`src/rtl/loader_pkg.sv`:
```
// Shared definitions for the byte-stream program loader.
// Build option: PROGRAM_LOADER_CHECKSUM_EN adds a trailing XOR checksum byte.
package loader_pkg;

    typedef logic [2:0] state_t;

    localparam state_t S_HDR  = 3'd0;
    localparam state_t S_INST = 3'd1;
    localparam state_t S_DATA = 3'd2;
    localparam state_t S_CSUM = 3'd3;
    localparam state_t S_RUN  = 3'd4;
    localparam state_t S_ERR  = 3'd5;

    localparam int HDR_W = 16;
    localparam int LANES = 4;

    function automatic logic takes_bytes(
        input state_t s
    );
        return (s == S_HDR) || (s == S_INST)
            || (s == S_DATA) || (s == S_CSUM);
    endfunction

endpackage

```
`src/rtl/byte_assembler.sv`:
```
// Collects LANES bytes, little-endian, into one word.
// word/word_valid are combinational on the byte that completes the word.
import loader_pkg::*;

module byte_assembler (
    input  logic        clk,
    input  logic        rst,
    input  logic        clear,
    input  logic        byte_en,
    input  logic [7:0]  byte_in,
    output logic [31:0] word,
    output logic        word_valid
);

    localparam int SH_W = 8 * (LANES - 1);
    localparam logic [1:0] LAST = 2'(LANES - 1);

    logic [1:0]      lane;
    logic [SH_W-1:0] sh;

    always_ff @(posedge clk) begin
        if (rst || clear) begin
            lane <= '0;
            sh   <= '0;
        end else if (byte_en) begin
            lane <= lane + 2'd1;
            sh   <= {byte_in, sh[SH_W-1:8]};
        end
    end

    assign word       = {byte_in, sh};
    assign word_valid = byte_en && (lane == LAST);

endmodule

```
`src/rtl/program_loader.sv`:
```
// Boot loader: parses header/inst/data frames and writes CPU memories.
// Build option: PROGRAM_LOADER_CHECKSUM_EN inserts a CSUM state before RUN.
import loader_pkg::*;

module program_loader #(
    parameter int MAX_INST_WORDS = 1024,
    parameter int MAX_DATA_WORDS = 1024
) (
    input  logic        clk,
    input  logic        rst,
    input  logic [7:0]  in_data,
    input  logic        in_valid,
    output logic        in_ready,
    input  logic        reload,
    output logic        inst_we,
    output logic [31:0] inst_addr,
    output logic [31:0] inst_data,
    output logic        mem_we,
    output logic [31:0] mem_addr,
    output logic [31:0] mem_data,
    output logic        cpu_rst,
    output logic        done,
    output logic        err
);

    localparam logic [HDR_W-1:0] MAX_N =
        HDR_W'(MAX_INST_WORDS);
    localparam logic [HDR_W-1:0] MAX_M =
        HDR_W'(MAX_DATA_WORDS);

`ifdef PROGRAM_LOADER_CHECKSUM_EN
    localparam state_t S_FIN = S_CSUM;
`else
    localparam state_t S_FIN = S_RUN;
`endif

    state_t state, state_d;

    logic [HDR_W-1:0] n_words, n_d;
    logic [HDR_W-1:0] m_words, m_d;
    logic [HDR_W-1:0] word_cnt, cnt_d;
    logic             asm_clr;

    logic        accept;
    logic [31:0] word;
    logic        word_valid;

    logic [HDR_W-1:0] hdr_n, hdr_m;
    logic             hdr_bad;

    logic in_ready_d, cpu_rst_d;
    logic done_d, err_d;
    logic inst_we_d, mem_we_d;

`ifdef PROGRAM_LOADER_CHECKSUM_EN
    logic [7:0] csum;
`endif

    assign accept  = in_valid && in_ready;
    assign hdr_n   = word[HDR_W-1:0];
    assign hdr_m   = word[2*HDR_W-1:HDR_W];
    assign hdr_bad = (hdr_n > MAX_N)
                  || (hdr_m > MAX_M);

    byte_assembler u_asm (
        .clk        (clk),
        .rst        (rst),
        .clear      (asm_clr),
        .byte_en    (accept && state != S_CSUM),
        .byte_in    (in_data),
        .word       (word),
        .word_valid (word_valid)
    );

    always_ff @(posedge clk) begin
        if (rst) begin
            state     <= S_HDR;
            n_words   <= '0;
            m_words   <= '0;
            word_cnt  <= '0;
            in_ready  <= 1'b1;
            cpu_rst   <= 1'b1;
            done      <= 1'b0;
            err       <= 1'b0;
            inst_we   <= 1'b0;
            mem_we    <= 1'b0;
            inst_addr <= '0;
            inst_data <= '0;
            mem_addr  <= '0;
            mem_data  <= '0;
        end else begin
            state    <= state_d;
            n_words  <= n_d;
            m_words  <= m_d;
            word_cnt <= cnt_d;
            in_ready <= in_ready_d;
            cpu_rst  <= cpu_rst_d;
            done     <= done_d;
            err      <= err_d;
            inst_we  <= inst_we_d;
            mem_we   <= mem_we_d;
            if (inst_we_d) begin
                inst_addr <= {16'd0, word_cnt};
                inst_data <= word;
            end
            if (mem_we_d) begin
                mem_addr <= {16'd0, word_cnt};
                mem_data <= word;
            end
        end
    end

`ifdef PROGRAM_LOADER_CHECKSUM_EN
    always_ff @(posedge clk) begin
        if (rst || asm_clr) begin
            csum <= '0;
        end else if (accept) begin
            if (state == S_INST || state == S_DATA)
                csum <= csum ^ in_data;
        end
    end
`endif

    always_comb begin
        state_d = state;
        n_d     = n_words;
        m_d     = m_words;
        cnt_d   = word_cnt;
        asm_clr = 1'b0;
        unique case (state)
            S_HDR: begin
                if (word_valid) begin
                    n_d   = hdr_n;
                    m_d   = hdr_m;
                    cnt_d = '0;
                    if (hdr_bad)
                        state_d = S_ERR;
                    else if (hdr_n != '0)
                        state_d = S_INST;
                    else if (hdr_m != '0)
                        state_d = S_DATA;
                    else
                        state_d = S_FIN;
                end
            end
            S_INST: begin
                // count == N only when M is 0: drain the last strobe
                if (word_cnt == n_words) begin
                    state_d = S_FIN;
                end else if (word_valid) begin
                    if (word_cnt == n_words - 16'd1
                        && m_words != '0) begin
                        state_d = S_DATA;
                        cnt_d   = '0;
                    end else begin
                        cnt_d = word_cnt + 16'd1;
                    end
                end
            end
            S_DATA: begin
                if (word_cnt == m_words)
                    state_d = S_FIN;
                else if (word_valid)
                    cnt_d = word_cnt + 16'd1;
            end
`ifdef PROGRAM_LOADER_CHECKSUM_EN
            S_CSUM: begin
                if (accept)
                    state_d = (in_data == csum)
                            ? S_RUN : S_ERR;
            end
`endif
            S_RUN, S_ERR: begin
                if (reload) begin
                    state_d = S_HDR;
                    cnt_d   = '0;
                    asm_clr = 1'b1;
                end
            end
            default: begin
                state_d = S_HDR;
                cnt_d   = '0;
                asm_clr = 1'b1;
            end
        endcase
    end

    always_comb begin
        in_ready_d = takes_bytes(state_d);
        if (state_d == S_INST && cnt_d == n_d)
            in_ready_d = 1'b0;
        if (state_d == S_DATA && cnt_d == m_d)
            in_ready_d = 1'b0;
        cpu_rst_d = (state_d != S_RUN);
        done_d    = (state_d == S_RUN);
        err_d     = (state_d == S_ERR);
        inst_we_d = (state == S_INST) && word_valid;
        mem_we_d  = (state == S_DATA) && word_valid;
    end

endmodule

```
`config.mk`:
```
export PLATFORM = sky130hd
export DESIGN_NAME = program_loader
export DESIGN_NICKNAME = d
export VERILOG_FILES = /design/src/rtl/loader_pkg.sv /design/src/rtl/byte_assembler.sv /design/src/rtl/program_loader.sv
export SDC_FILE = /design/constraint.sdc
export NUM_CORES = 1
export LEC_CHECK = 0
export CAP_MARGIN = 20
export CORE_MARGIN = 3
export CORE_UTILIZATION = 45
export CTS_BUF_LIST = sky130_fd_sc_hd__clkbuf_8
export DETAILED_ROUTE_END_ITERATION = 6
export GPL_TIMING_DRIVEN = 0
export HOLD_SLACK_MARGIN = 0.06
export PLACE_DENSITY = 0.69
export RECOVER_POWER = 50
export SETUP_SLACK_MARGIN = 0.2
export SLEW_MARGIN = 20
export SYNTH_ARGS = -nofsm -noshare
export SYNTH_HDL_FRONTEND = slang
export SYNTH_SLANG_ARGS = --single-unit
```
`constraint.sdc`:
```
create_clock -name clk -period 7.5 [get_ports clk]
set_input_delay 0.75 -clock clk [delete_from_list [all_inputs] [get_ports clk]]
set_output_delay 0.75 -clock clk [all_outputs]
set_load 0.01 [all_outputs]
```
==> results of run 1 <==
-- area by class of cell --
type / instances / area share (%)
tap: 260 / 3.03
clock buffer: 18 / 2.31
inverter: 10 / 0.350
timing repair buffer: 113 / 10.5
buffer: 108 / 4.99
clock inverter: 14 / 1.61
multi-input combinational: 861 / 43.8
sequential: 179 / 33.4
-- power by group through the flow --
stage               registers [W]  logic (W)  clock network, W
floorplan                0.000985  0.0000606                 0
global placement         0.000991  0.0000881                 0
detailed placement       0.000991  0.0000885                 0
CTS                      0.000969  0.0000890          0.000707
global route             0.000970  0.0000982          0.000753
finish                   0.000969  0.0000907          0.000705
-- state kept, by name, summed over array words and instances (netlist names) --
name,count
cpu_rst,1
mem_we,1
done,1
u_asm.lane,2
mem_data,32
in_ready,1
word_cnt,16
inst_we,1
mem_addr,16
inst_data,32
u_asm.sh,24
err,1
state,3
m_words,16
n_words,16
inst_addr,16
-- final timing paths --
check         startpoint           to  slack (ps)  cells past startpoint
min          mem_addr[2]  mem_addr[2]         450                      2
max reg2reg  word_cnt[1]     in_ready        3050                     13
max          word_cnt[1]     in_ready        3050                     13
min reg2reg  mem_addr[2]  mem_addr[2]         450                      2
-- metrics by stage --
stage	hold WS (ps)	setup WS, ps
floorplan	440	4140
global placement	441	2760
detailed placement	445	2800
CTS	458	3150
global route	469	2730
finish	450	3050
-- cells by family after synthesis --
kind of cell	after synthesis	share of synthesized area, %
AND/OR/NAND/NOR	496	26.1
AO/OA/AOI/OAI	238	16.0
flip-flops	179	41.0
buffers and inverters	118	6.56
XOR/XNOR	56	5.62
multiplexers	35	4.05
adder cells (fa/ha/maj)	4	0.573
other	1	0.0429
-- metal layers --
metal  track usage [%]  part of all wire, %
met4              8.97                  2.6
met5                 0                    0
met1              36.9                   45
met2              40.3                   45
met3              4.87                  7.9
-- critical path, delay by kind of cell (launching register included) --
| kind | cells | cell delay [ps] |
|---|---|---|
| compound gates | 2 | 780 |
| xor+xnor | 1 | 150 |
| buf+inv | 2 | 1040 |
| flops | 1 | 340 |
| simple gates | 8 | 2000 |
-- cells in the final DEF, fill, tap and decap left out, types with 8 or more instances in the layout --
cell type        netlist  layout
inv_1                 10      11
nand4_1               13      13
a21boi_0               8       8
nor4_1                24      24
conb_1                 1      32
nor2_1                70      70
and3_1                14      14
dlygate4sd3_1          0     105
a21oi_1              154     154
clkbuf_1              68      69
xnor2_1               15      15
nand3_1               14      14
buf_4                 33      33
o211ai_1               9       9
clkdlybuf4s50_1        0       8
nand2_1              272     272
o21ai_0               15      15
nor2b_1               10      10
dfxtp_1              179     179
nor3_1                24      24
mux2i_1               32      32
clkbuf_8               0      18
xor2_1                41      41
==> key figures, run 1 <==
Status
  • Outcome: complete, but fails checks
  • Failing checks: design-rule violations

Yosys
  • Leading area contributor after synthesis: dfxtp_1
  • Sequential fraction of the synthesis area: 41.0%
  • Synth warn: 0
  • Syn Std Cell Area: 0.00873 mm²
  • Avg Inst Size Synth: 7.75 µm²
  • Asr flop ratio synth: 0%
  • Most common cell in the netlist: nand2_1
  • Top-area cell type share of the netlist area: 41.0%
  • Number of synthesized register bits: 179
  • Post-synth top cells: nand2_1 (272), dfxtp_1 (179), a21oi_1 (154), nor2_1 (70), clkbuf_1 (68)
  • Unique masters post-synth: 62
  • Largest cells by area after synthesis: dfxtp_1 (41%), nand2_1 (12%), a21oi_1 (8.8%), xor2_1 (4.1%), mux2i_1 (3.7%)
  • Ys flop type: dfxtp_1
  • Cells after synthesis: 1127
  • Post-synth EDFFs: 0

Global route
  • Largest net degree at the start of global routing: 18
  • All-Layer GR Usage: 26.1%
  • First-pass GRT wire length: 43.8 mm
  • Initial antenna violation count: 0
  • Grt ovf: 0
  • Vias in the first global route: 7792

Clock tree
  • Setup bufs post-CTS: 0
  • CTS tree: yes
  • Resize count post-CTS: 0
  • Clk sink count: 179
  • Clk buf depth: 2
  • Clk slew on worst S/H paths: 100 ps
  • Clock Tree Root: clkbuf_8
  • Post-CTS Hold Fix Bufs: 0
  • H-tree depth: 4
  • Clock Latency Late Sink: 470 ps
  • Cts bufs inserted: 17

Routing
  • Via count: 8654
  • Iter 0 DRT Violations: 696
  • Post-DR wirelength/cell: 18.3 µm
  • Via density: 5.54
  • DRC: 6
  • 1st-pass router iterations: 7
  • Antenna Nets Post-Route: 0
  • Final wirelength: 28.7 mm

Min path
  • Hold Path Class: reg2reg

Cells and area
  • Util after Layout: 56.8%
  • Layout cells sized above 1: 6.68%
  • FF/Latch Area: 0.00358 mm²
  • Design area: 0.0107 mm²
  • Final-stage net count: 1306
  • Fin cells: 1563
  • Syn-to-layout area delta: 22.8%
  • # fillers: 1852
  • Multi-input logic area: 0.00469 mm²
  • N_diodes: 0

Setup path
  • Critical path cell sequence: clkbuf_1 -> xor2_1 -> nor4_1 -> and3_1 -> nand2_1 -> o211ai_1 -> clkbuf_1 -> a21oi_1 -> and3b_1 -> nor4b_1 -> nand4_1 -> nor4_1 -> nor3_1
  • Kind of critical path: reg2reg
  • Max FO, Critical Path: 10
  • WP data arrival: 4780 ps
  • Crit start category: register
  • Delay of the slowest critical-path stage: 550 ps
  • Required @ worst endpoint: 7830 ps
  • Slowest-stage cell, CP: clkbuf_1
  • CP Capture Type: register

Pwr
  • Comb power frac: 5.1%
  • Psw: 0.000458 W
  • Clock power frac: 39.9%
  • Total power: 0.00176 W
  • Power Density: 165 mW/mm²
  • Register share of total power: 54.9%
  • Internal Pwr Total: 0.00131 W
  • P_leak: 4.38 nW
  • VDD IR-drop max: 116 µV
  • Sw frac: 26.0%

Timing
  • RSZ-0062 raised after global routing: no
  • # setup viols final: 0
  • Min Tclk post-route: 4450 ps
  • Setup_tns: 0 ps
  • Slew Limit Fails: 0
  • Slew headroom: 43.4%
  • Layout Skew: 16.1 ps
  • Maximum clock rate: 225 MHz
  • Fin crit share: 59.3%
  • Least-Margin Pin Slew: 849 ps
  • Final Hold Fails: 0

Placement
  • DP HPWL: 21.5 mm
  • Dpl cell area: 0.0103 mm²
  • PortBufs: 113
  • Gp weighted congestion: 1.03
  • DP Cell Count: 1531

Floorplan
  • Die Wd: 145 µm
  • Total die area: 0.0211 mm²
  • Core area: 0.0189 mm²
  • Die extent in y: 145 µm
  • Initial Utilization: 46.2%
  • # rows: 50
  • I/O pin total: 146

Flow run
  • MaxCap Viol Count: 0
No activity file was read; power rests on OpenSTA's default activity.
==> run 2: changes to the inputs <==
==> constraint.sdc (replaced) <==
create_clock -name clk -period 4.63 [get_ports clk]
set_input_delay 0.463 -clock clk [delete_from_list [all_inputs] [get_ports clk]]
set_output_delay 0.463 -clock clk [all_outputs]
set_load 0.01 [all_outputs]
==> run 2 against run 1 <==
Effect of this change: the flow now finishes without violations; cell area rose by 0.35%; combinational power grew 64%; fmax grew 5.5%; routed wire length down 0.13%; via count barely moved; clock power is 62% higher; critical path type unchanged; highest routed layer unchanged; critical endpoint unchanged; cell count rose by 0.13%.
==> key figures, run 2 (synthesis results as in run 1) <==
Routing
  • Final wirelength: 28.6 mm
  • DRC: 0
  • Via count: 8660
  • 1st-pass router iterations: 5
  • Iter 0 DRT Violations: 719
  • Via density: 5.53
  • Post-DR wirelength/cell: 18.3 µm
  • Antenna Nets Post-Route: 0

Setup path
  • WP data arrival: 4550 ps
  • Required @ worst endpoint: 4960 ps
  • Delay of the slowest critical-path stage: 490 ps
  • Crit-path leading delay family: simple AND/OR/NAND/NOR gates
  • Crit start category: register
  • R2R depth: 13
  • Max FO, Critical Path: 10
  • Reg-to-reg startpoint: word_cnt[15]
  • Slowest-stage cell, CP: clkbuf_1
  • Crit path buf inv count: 2
  • CP Depth: 13
  • Reg2Reg Capture Point: in_ready
  • Critical path startpoint: word_cnt[15]
  • R2r setup slk: 410 ps
  • Kind of critical path: reg2reg
  • CP Capture Type: register
  • Critical path cell sequence: clkbuf_1 -> xor2_1 -> nor3_1 -> and3_1 -> nand2_1 -> o211ai_1 -> clkbuf_1 -> a21oi_1 -> and3b_1 -> nor4b_1 -> nand4_1 -> nor4_1 -> nor3_1

Cells and area
  • Util after Layout: 57.0%
  • # fillers: 1851
  • Final-stage net count: 1308
  • Most common cell after layout, fill and taps aside: nand2_1
  • Top flop regs: inst_data (32), mem_data (32), u_asm.sh (24)
  • Most frequent cells in the layout: nand2_1 (272), dfxtp_1 (179), a21oi_1 (154)
  • Syn-to-layout area delta: 23.3%
  • N_diodes: 0
  • Layout cells sized above 1: 7.59%

Timing
  • Slew Limit Fails: 0
  • Maximum clock rate: 237 MHz
  • Setup_tns: 0 ps
  • Min Tclk post-route: 4220 ps
  • Hold slack: 451 ps
  • Final Hold Fails: 0
  • # setup viols final: 0
  • Least-Margin Pin Slew: 823 ps
  • Layout Skew: 16.9 ps
  • RSZ-0062 raised after global routing: no
  • Slew headroom: 45.1%
  • Fin crit share: 91.1%

Status
  • Outcome: finished clean

Clock tree
  • Clock Tree Root: clkbuf_8
  • Cts bufs inserted: 17
  • Clock Latency Late Sink: 480 ps
  • H-tree depth: 4
  • Clk sink count: 179
  • Clk slew on worst S/H paths: 90 ps
  • CTS tree: yes
  • Clk buf depth: 2

Flow run
  • MaxCap Viol Count: 0

Pwr
  • Clock power frac: 40.0%
  • Psw: 0.000744 W
  • Sw frac: 26.0%
  • Comb power frac: 5.2%
  • Total power: 0.00286 W
  • Internal Pwr Total: 0.00212 W
  • P_leak: 4.42 nW
  • Power Density: 266 mW/mm²
  • Register share of total power: 54.9%
  • VDD IR-drop max: 191 µV

Placement
  • PortBufs: 113
  • Gp weighted congestion: 1.03
  • DP HPWL: 21.5 mm

Floorplan
  • Die Wd: 145 µm
  • Initial Utilization: 46.2%
  • Die extent in y: 145 µm
  • Total die area: 0.0211 mm²
  • # rows: 50
  • Core area: 0.0189 mm²
  • I/O pin total: 146

Min path
  • WHS Path Cells: 2
  • Hold Path Origin: mem_addr[2]
  • WHS Endpoint: mem_addr[2]
  • Hold Path Class: reg2reg

Global route
  • Initial antenna violation count: 0
  • Grt ovf: 0
  • Largest net degree at the start of global routing: 18
  • Vias in the first global route: 7792
  • First-pass GRT wire length: 43.8 mm
  • All-Layer GR Usage: 26.1%
run 2: worst max-delay path by stage:
stage               end  slack (ps)
2_1_floorplan  in_ready        1270
3_3_place_gp   in_ready         180
3_5_place_dp   in_ready         220
4_1_cts        in_ready         280
5_1_grt        in_ready         200
6_report       in_ready         410
run 2: area by class of cell:
type                    instances  area [µm²]  share of cell area, %
plain buffers                 108         546                   5.07
clock buffers                  18         248                   2.30
clock inverters                14         173                   1.60
inverters                      10        37.5                  0.349
multi-input cells             861        4710                   43.7
flip-flops and latches        179        3580                   33.3
well taps                     260         325                   3.02
repair buffers                115        1150                   10.6
run 2: power by group through the flow:
stage | Combinational, W | Sequential, W | Clock, W
after floorplan | 0.0000981 | 0.00160 | 0
after global placement | 0.000143 | 0.00161 | 0
after detailed placement | 0.000143 | 0.00161 | 0
after CTS | 0.000144 | 0.00157 | 0.00114
after global routing | 0.000161 | 0.00157 | 0.00122
final | 0.000149 | 0.00157 | 0.00114
run 2: metrics by stage:
| stage | setup WS [ps] | cells | cell area [µm²] |
|---|---|---|---|
| 5_1_grt | 196 | 1565 | 10800 |
| 4_1_cts | 280 | 1563 | 10700 |
| 2_1_floorplan | 1270 | 1158 | 8850 |
| 6_report | 412 | 1565 | 10800 |
| 3_3_place_gp | 176 | 1531 | 10300 |
| 3_5_place_dp | 222 | 1531 | 10300 |
run 2: tightest hold or removal path, delay by kind of cell, from the launching register on:
family / cells / cell delay (ps)
DFF: 1 / 310
and+or+nand+nor: 1 / 50
AOI/OAI and AO/OA: 1 / 50
run 2: repair_timing:
item | CTS | global route
hold buffers | 0 | 0
gates resized for setup | 0 | 18
endpoints found under the setup margin | 0 | 1
buffers inserted | 0 | 2
run 2: metal layers:
metal,part of all wire (%),routed length (µm),vias up,track usage (%)
li1,-,-,4141,-
met1,45,12800,4071,36.9
met2,44,12700,392,40.3
met3,7.9,2250,56,4.87
met4,2.9,830,0,8.97
met5,0,0,-,0
